**src/rtl/uart_tx_serializer.sv**
```systemverilog
// UART transmitter: accepts a byte over valid/ready and sends start bit, DATA_BITS data bits
// LSB-first, then a stop bit on tx. Bit timing comes from an internal baud counter.
module uart_tx_serializer #(
    parameter int CLKS_PER_BIT = 434,
    parameter int DATA_BITS    = 8
) (
    input  logic                 clk,
    input  logic                 rst,
    input  logic                 tx_valid,
    input  logic [DATA_BITS-1:0] tx_data,
    output logic                 tx_ready,
    output logic                 tx,
    output logic                 tx_done
);

    localparam int CW = (CLKS_PER_BIT > 1) ? $clog2(CLKS_PER_BIT) : 1;
    localparam int IW = (DATA_BITS > 1) ? $clog2(DATA_BITS) : 1;

    localparam logic [CW-1:0] CNT_ZERO = CW'(0);
    localparam logic [CW-1:0] CNT_ONE  = CW'(1);
    localparam logic [CW-1:0] CNT_LAST = CW'(CLKS_PER_BIT - 1);
    // The stop bit hands over one cycle early so ready/done cover its final cycle,
    // letting a back-to-back start bit follow with no idle gap.
    localparam logic [CW-1:0] CNT_PRE  = CW'(CLKS_PER_BIT - 2);
    localparam logic [IW-1:0] IDX_ZERO = IW'(0);
    localparam logic [IW-1:0] IDX_ONE  = IW'(1);
    localparam logic [IW-1:0] IDX_LAST = IW'(DATA_BITS - 1);

    typedef enum logic [1:0] {
        ST_IDLE  = 2'd0,
        ST_START = 2'd1,
        ST_DATA  = 2'd2,
        ST_STOP  = 2'd3
    } state_t;

    state_t                 state_q, state_d;
    logic [CW-1:0]          cnt_q, cnt_d;
    logic [IW-1:0]          idx_q, idx_d;
    logic [DATA_BITS-1:0]   shreg_q, shreg_d;
    logic                   tx_q, tx_d;
    logic                   ready_q, ready_d;
    logic                   done_q, done_d;

    // State register and registered outputs
    always_ff @(posedge clk or negedge rst) begin
        if (!rst) begin
            state_q <= ST_IDLE;
            cnt_q   <= CNT_ZERO;
            idx_q   <= IDX_ZERO;
            shreg_q <= {DATA_BITS{1'b0}};
            tx_q    <= 1'b1;
            ready_q <= 1'b0;
            done_q  <= 1'b0;
        end else begin
            state_q <= state_d;
            cnt_q   <= cnt_d;
            idx_q   <= idx_d;
            shreg_q <= shreg_d;
            tx_q    <= tx_d;
            ready_q <= ready_d;
            done_q  <= done_d;
        end
    end

    // Next-state, baud counting and serial line control
    always_comb begin
        state_d = state_q;
        cnt_d   = cnt_q;
        idx_d   = idx_q;
        shreg_d = shreg_q;
        tx_d    = tx_q;
        ready_d = 1'b0;
        done_d  = 1'b0;

        case (state_q)
            ST_IDLE: begin
                tx_d    = 1'b1;
                ready_d = 1'b1;
                cnt_d   = CNT_ZERO;
                if (ready_q && tx_valid) begin
                    shreg_d = tx_data;
                    ready_d = 1'b0;
                    state_d = ST_START;
                    tx_d    = 1'b0;
                end else begin
                    state_d = ST_IDLE;
                end
            end
            ST_START: begin
                if (cnt_q == CNT_LAST) begin
                    state_d = ST_DATA;
                    cnt_d   = CNT_ZERO;
                    idx_d   = IDX_ZERO;
                    tx_d    = shreg_q[0];
                end else begin
                    cnt_d = cnt_q + CNT_ONE;
                end
            end
            ST_DATA: begin
                if (cnt_q == CNT_LAST) begin
                    cnt_d = CNT_ZERO;
                    if (idx_q == IDX_LAST) begin
                        state_d = ST_STOP;
                        tx_d    = 1'b1;
                    end else begin
                        shreg_d = {1'b0, shreg_q[DATA_BITS-1:1]};
                        idx_d   = idx_q + IDX_ONE;
                        tx_d    = shreg_q[1];
                    end
                end else begin
                    cnt_d = cnt_q + CNT_ONE;
                end
            end
            ST_STOP: begin
                tx_d = 1'b1;
                if (cnt_q == CNT_PRE) begin
                    state_d = ST_IDLE;
                    cnt_d   = CNT_ZERO;
                    ready_d = 1'b1;
                    done_d  = 1'b1;
                end else begin
                    cnt_d = cnt_q + CNT_ONE;
                end
            end
            default: begin
                state_d = ST_IDLE;
                cnt_d   = CNT_ZERO;
                idx_d   = IDX_ZERO;
                tx_d    = 1'b1;
            end
        endcase
    end

    assign tx_ready = ready_q;
    assign tx       = tx_q;
    assign tx_done  = done_q;

endmodule
```
**config.mk**
```make
export PLATFORM = sky130hd
export DESIGN_NAME = uart_tx_serializer
export DESIGN_NICKNAME = d
export VERILOG_FILES = /design/src/rtl/uart_tx_serializer.sv
export SDC_FILE = /design/constraint.sdc
export NUM_CORES = 1
export LEC_CHECK = 0
export CORE_MARGIN = 2
export CORE_UTILIZATION = 45
export CTS_CLUSTER_DIAMETER = 200
export DETAILED_ROUTE_END_ITERATION = 6
export PLACE_DENSITY = 0.65
export SYNTH_ARGS = -nofsm -noshare
export SYNTH_HDL_FRONTEND = slang
export SYNTH_SLANG_ARGS = --single-unit
```
**constraint.sdc**
```tcl
create_clock -name clk -period 2.4 [get_ports clk]
set_input_delay 0.24 -clock clk [delete_from_list [all_inputs] [get_ports clk]]
set_output_delay 0.24 -clock clk [all_outputs]
set_load 0.1 [all_outputs]
```
# After elaboration in Yosys (flattened, before gate mapping)
# Cells that the tools add are included.
[word_totals]
ff_bits = 25
latch_bits = 0
mem_bits_rw = 0
romBits = 0
inputBits = 11
out_inout_bits = 3
elab_cells = 55
n_memories = 0
[classes]
n_addsub = 2
mul = 0
n_div = 0
magnitude_cmp = 0
n_eq_ne = 12
n_shift = 0
mux = 25
n_bitwise = 0
n_reduce_logical = 9
[ops]
columns = ["op", "count"]
rows = [
  ["case mux 9 bit (3 select lines)", 1],
  ["2-to-1 mux 8 bit", 3],
  ["equality test 9 bit, second input constant", 2],
  ["2-to-1 mux 9 bit", 2],
  ["case mux 8 bit (2 select lines)", 1],
  ["inequality test 2 bit, second input constant", 6],
  ["AND reduction 4 bit", 3],
  ["adder 9 x 1 -> 9 bit, second input constant", 1],
  ["2-to-1 mux 3 bit", 3],
  ["2-to-1 mux 2 bit", 4],
  ["case mux 2 bit (4 select lines)", 1],
  ["2-to-1 mux 1 bit", 7],
  ["case mux 3 bit (2 select lines)", 1],
  ["equality test 2 bit, second input constant", 2],
  ["case mux 1 bit (4 select lines)", 1],
  ["nonzero test 2 bit", 2],
  ["adder 3 x 1 -> 3 bit, second input constant", 1],
  ["equality test 3 bit, second input constant", 1],
  ["equality test 2 x 1 -> 1 bit, second input constant", 1],
  ["zero test 2 bit", 1],
  ["case mux 1 bit (2 select lines)", 1],
  ["AND reduction 2 bit", 1],
  ["OR reduction 2 bit", 1],
  ["logical AND 1 bit", 1],
]

# Depth between registers and ports, before layout
# Gate-level depths: netlist (run 1).
[depth]
depth_word = 4
depth_mapped = 8
depth_no_buf = 6

# Worst setup path before layout (run 1)
# Ideal clock, no wire load.
[synth_path]
path_kind = "register to register"
from = "reg ready_q (netlist: tx_ready)"
to = "reg shreg_q[0]"
setup_ns = 0.125
arrival_time_ns = 1.712
required_time_ns = 2.275
slack_ns = 0.564
stages_incl_launch_ff = 6
path_buffers = 1
synth_period_minus_slack_ns = 1.836
cell_sequence = "dfrtp_1 -> nand2_1 -> nand2_1 -> o21a_1 -> buf_6 -> mux2_2"
[synth_between]
elab_chain_len = 3
[synth_lines]
columns = ["element", "line", "text"]
rows = [
  ["from (decl)", "41", "logic ready_q, ready_d;"],
  ["from (signal assigned)", "60", "ready_q <= ready_d;"],
  ["logical AND 1 bit", "80", "if (ready_q && tx_valid) begin"],
  ["inequality test 2 bit (no source line)", "n/a", ""],
  ["AND reduction 4 bit (no source line)", "n/a", ""],
  ["to (signal assigned)", "50", "shreg_q <= {DATA_BITS{1'b0}};"],
  ["to (signal assigned)", "58", "shreg_q <= shreg_d;"],
  ["to (decl)", "39", "logic [DATA_BITS-1:0] shreg_q, shreg_d;"],
]
# No other way between the ends.
# A chain may end at the register's enable or synchronous reset.

# Final worst setup path (run 1)
[layout_path]
from = "reg state_q[0]"
to = "reg shreg_q[4]"
[layout_between]
elab_chain_len = 3
word_cells_on_any_way = 8
cone_classes = "4 x eq/ne; 1 x mux; 3 x reduce/logical"
[layout_lines]
columns = ["element", "line", "text"]
rows = [
  ["from (decl)", "36", "state_t state_q, state_d;"],
  ["from (signal assigned)", "55", "state_q <= state_d;"],
  ["equality test 2 bit or zero test 2 bit (tied branches)", "75", "case (state_q)"],
  ["inequality test 2 bit (no source line) or nonzero test 2 bit (tied branches)", "n/a", ""],
  ["AND reduction 4 bit (no source line)", "n/a", ""],
]
# Several ways; a longest one is shown, not always the timed one.

==> results of run 1 <==
final cells by class:
| type | count | area [um2] |
|---|---|---|
| fill | 290 | 1426 |
| sequential | 25 | 626.9 |
| timing repair buffer | 15 | 137.6 |
| tap | 44 | 55.05 |
| clock buffer | 4 | 26.28 |
| inverter | 8 | 30.03 |
| multi-input combinational | 94 | 750.7 |
placed cells by master, fill, tap and decap left out:
| cell type | synthesis | routed |
|---|---|---|
| o21ai_0 | 7 | 7 |
| mux2_2 | 14 | 14 |
| a21oi_1 | 1 | 1 |
| nor2_1 | 11 | 11 |
| nand3b_1 | 1 | 1 |
| nor3_1 | 1 | 1 |
| dfstp_2 | 1 | 1 |
| a211oi_1 | 1 | 1 |
| buf_4 | 0 | 5 |
| and3_2 | 1 | 1 |
| o22ai_1 | 1 | 1 |
| nor4_1 | 2 | 2 |
| nor2b_1 | 1 | 1 |
| dfrtp_1 | 24 | 24 |
| nand4b_4 | 1 | 1 |
| nand3_1 | 8 | 8 |
| mux2_1 | 2 | 2 |
| clkbuf_4 | 0 | 3 |
| ha_1 | 10 | 10 |
| clkbuf_1 | 1 | 1 |
| nand4b_1 | 2 | 2 |
| clkdlybuf4s50_1 | 0 | 10 |
| xor2_1 | 2 | 2 |
| o22a_2 | 1 | 1 |
| nand4_1 | 1 | 1 |
| xnor2_1 | 5 | 5 |
| and3_1 | 2 | 2 |
| inv_1 | 8 | 8 |
| nand2b_1 | 1 | 1 |
| a21o_1 | 3 | 3 |
| a21o_2 | 1 | 1 |
| o41ai_4 | 1 | 1 |
| o31ai_1 | 1 | 1 |
| nand3_2 | 1 | 1 |
| nand4bb_2 | 1 | 1 |
| nand2_1 | 9 | 9 |
| o21a_1 | 1 | 1 |
power by group:
part | internal [mW] | switching [mW] | leakage [nW]
Sequential | 0.421 | 0 | 0.321
Clock | 0.0650 | 0.128 | 0.0150
Combinational | 0.0194 | 0.0117 | 0.421
layer usage:
layer,part of all wire (%),GRT usage (%),vias up
met1,48,21.16,476
met3,2.6,2.559,6
li1,-,-,486
met2,47,26.86,14
met4,2.3,6.832,0
met5,0,0,-
flip-flops by register name, summed over array words and instances, names as in the netlist:
register	cells
tx_done	1
state_q	2
tx_ready	1
shreg_q	8
cnt_q	9
tx	1
idx_q	3
cell families after synthesis:
kind of cell	Yosys count	share of synthesized area [%]
adders and majority gates	10	8.734
xor gates and xnor gates	7	4.280
muxes	16	12.58
DFF	25	43.76
and+or+nand+nor	43	17.21
AOI/OAI and AO/OA	18	9.608
buffers and inverters	12	3.843
final timing paths:
path / cells after the start / endpoint / startpoint
worst max-delay path: 6 / shreg_q[4] / state_q[0]
worst min-delay path: 2 / cnt_q[5] / rst
worst max register to register: 6 / shreg_q[4] / state_q[0]
worst min register to register: 2 / tx / tx
max in group asynchronous: 2 / tx / rst
min in group clk: 2 / tx / tx
==> flow_metrics.py, run 1 <==
metrics = {
    "outcome": {
        "status": "finished clean",
    },
    "clock_tree": {
        "cts_setup_buffers": 0,
        "cts_resized": 0,
        "clockBufferDepth": 2,
        "clk_latency_ps": 320,
        "hold_buffers": 0,
        "cts_buffers": 3,
        "cts_sinks": 25,
        "root_buffer": "clkbuf_4",
        "path_clk_slew_ps": 140,
        "cts_tree": "yes",
        "htreeDepth": 1,
    },
    "placed_design": {
        "portBuffers": 13,
        "dpl.hpwl_mm": 1.858,
        "gp_congestion": 0.7900,
        "placed_cells_incl_taps": 186,
        "placed_area_mm2": 0.001600,
        "dpl_worst_slack_ps": 329.5,
    },
    "pwr": {
        "ir_drop_v": 0.0002752,
        "power_leakage_nw": 0.7569,
        "fin_total_pwr_mw": 0.6459,
        "power.density_mw_per_mm2": 397.1,
    },
    "timing": {
        "fmax_mhz": 477.2,
        "hold_violations": 0,
        "setup_viol_count_final": 0,
        "rsz0062_at_grt": "false",
        "hold_slack_ps": 271.0,
        "fin_skew_ps": 5.076,
        "period_share_pct": 87.32,
        "tns_ps": 0,
        "setup_ws_ps": 304.3,
        "finalCriticalPeriod_ps": 2096,
        "drv_slew": 0,
        "worst_pin_slew_ps": 363.7,
        "relSlewSlack_pct": 75.76,
    },
    "critical_path": {
        "required_ps": 2620,
        "crit_fanout": 11,
        "arrival_ps": 2310,
        "crit_path_top_delay_cell": "dfrtp_1",
        "critical-path-max-stage-delay_ps": 450,
        "crit_chain": "inv_1, ha_1, nand2b_1, nor3_1, o21a_1, mux2_2",
        "worstSetupEndpointType": "register",
        "crit_type": "register to register",
        "critPathBufInv": 1,
        "ff2ff_setup_slack_ps": 300,
        "cp-start-kind": "register",
        "crit_family": "flip-flops",
    },
    "global_route": {
        "antenna_found_initial": 0,
        "overflow": 0,
        "grt_max_degree": 26,
        "grt.total_usage_pct": 16.20,
        "grt_pass1_vias": 997,
        "grt_pass1_wl_mm": 4.409,
    },
    "synth": {
        "netlist_area_mm2": 0.001433,
        "ys_ff_latch": 25,
        "ys_warn_count": 0,
        "synthArstFlopShare_pct": 100.0,
        "synth_common_cells": "dfrtp_1 (24), mux2_2 (14), nor2_1 (11), ha_1 (10), nand2_1 (9)",
        "postSynthCellCount": 131,
        "synth_ff_type": "dfrtp_1",
        "synth_edf_count": 0,
        "ys_types": 36,
        "synth_most_common_cell": "dfrtp_1",
        "synth_top_area_cell": "dfrtp_1",
        "synthTopCellsByArea": "dfrtp_1 (42%), mux2_2 (11%), ha_1 (8.7%), xnor2_1 (3.1%), nor2_1 (2.9%)",
        "synth_nets": 152,
        "synth-seq-area-share_pct": 43.76,
        "synth_top_area_share_pct": 41.92,
        "syn_area_per_cell_um2": 10.94,
    },
    "floorplanning": {
        "ioPinCount": 14,
        "die-width_um": 60.43,
        "floorplan.initialDensity_pct": 46.93,
        "coreArea_mm2": 0.003053,
        "die_h_um": 60.43,
        "rows": 20,
        "fp.dieArea_mm2": 0.003651,
    },
    "drt": {
        "drc": 0,
        "first_pass_iters": 4,
        "detail_route.wl_per_cell_um": 13.46,
        "drt_iter0_markers": 27,
        "viasPerCell": 5.168,
        "routed-via-count": 982,
        "postRouteAntennaNets": 0,
        "routed_wl_mm": 2.557,
    },
    "finish": {
        "diodes": 0,
        "fin_util_pct": 53.28,
        "area_delta_synth_final_pct": 13.54,
        "stdcell_count": 190,
        "drive_above_1_share_pct": 20.55,
        "stdcell_area_mm2": 0.001627,
        "fin_nets": 168,
    },
    "job": {
        "maxCapViolCount": 0,
    },
    "min_path": {
        "hp-class": "primary input to async pin",
    },
}
(Power assumes the default switching activity.)
==> inputs of run 2 (changes only) <==
--- a/config.mk
+++ b/config.mk
@@ -13,3 +13,4 @@
 export SYNTH_ARGS = -nofsm -noshare
 export SYNTH_HDL_FRONTEND = slang
 export SYNTH_SLANG_ARGS = --single-unit
+export TNS_END_PERCENT = 20
==> results of run 2 <==
Same layout as run 1: the final DEF is identical, and so are final timing and power.
==> inputs of run 3 (changes only) <==
--- a/config.mk
+++ b/config.mk
@@ -8,6 +8,7 @@
 export CORE_MARGIN = 2
 export CORE_UTILIZATION = 45
 export CTS_CLUSTER_DIAMETER = 200
+export CTS_CLUSTER_SIZE = 14
 export DETAILED_ROUTE_END_ITERATION = 6
 export PLACE_DENSITY = 0.65
 export SYNTH_ARGS = -nofsm -noshare
==> results of run 3 <==
Same layout as run 1: the final DEF is identical, and so are final timing and power.
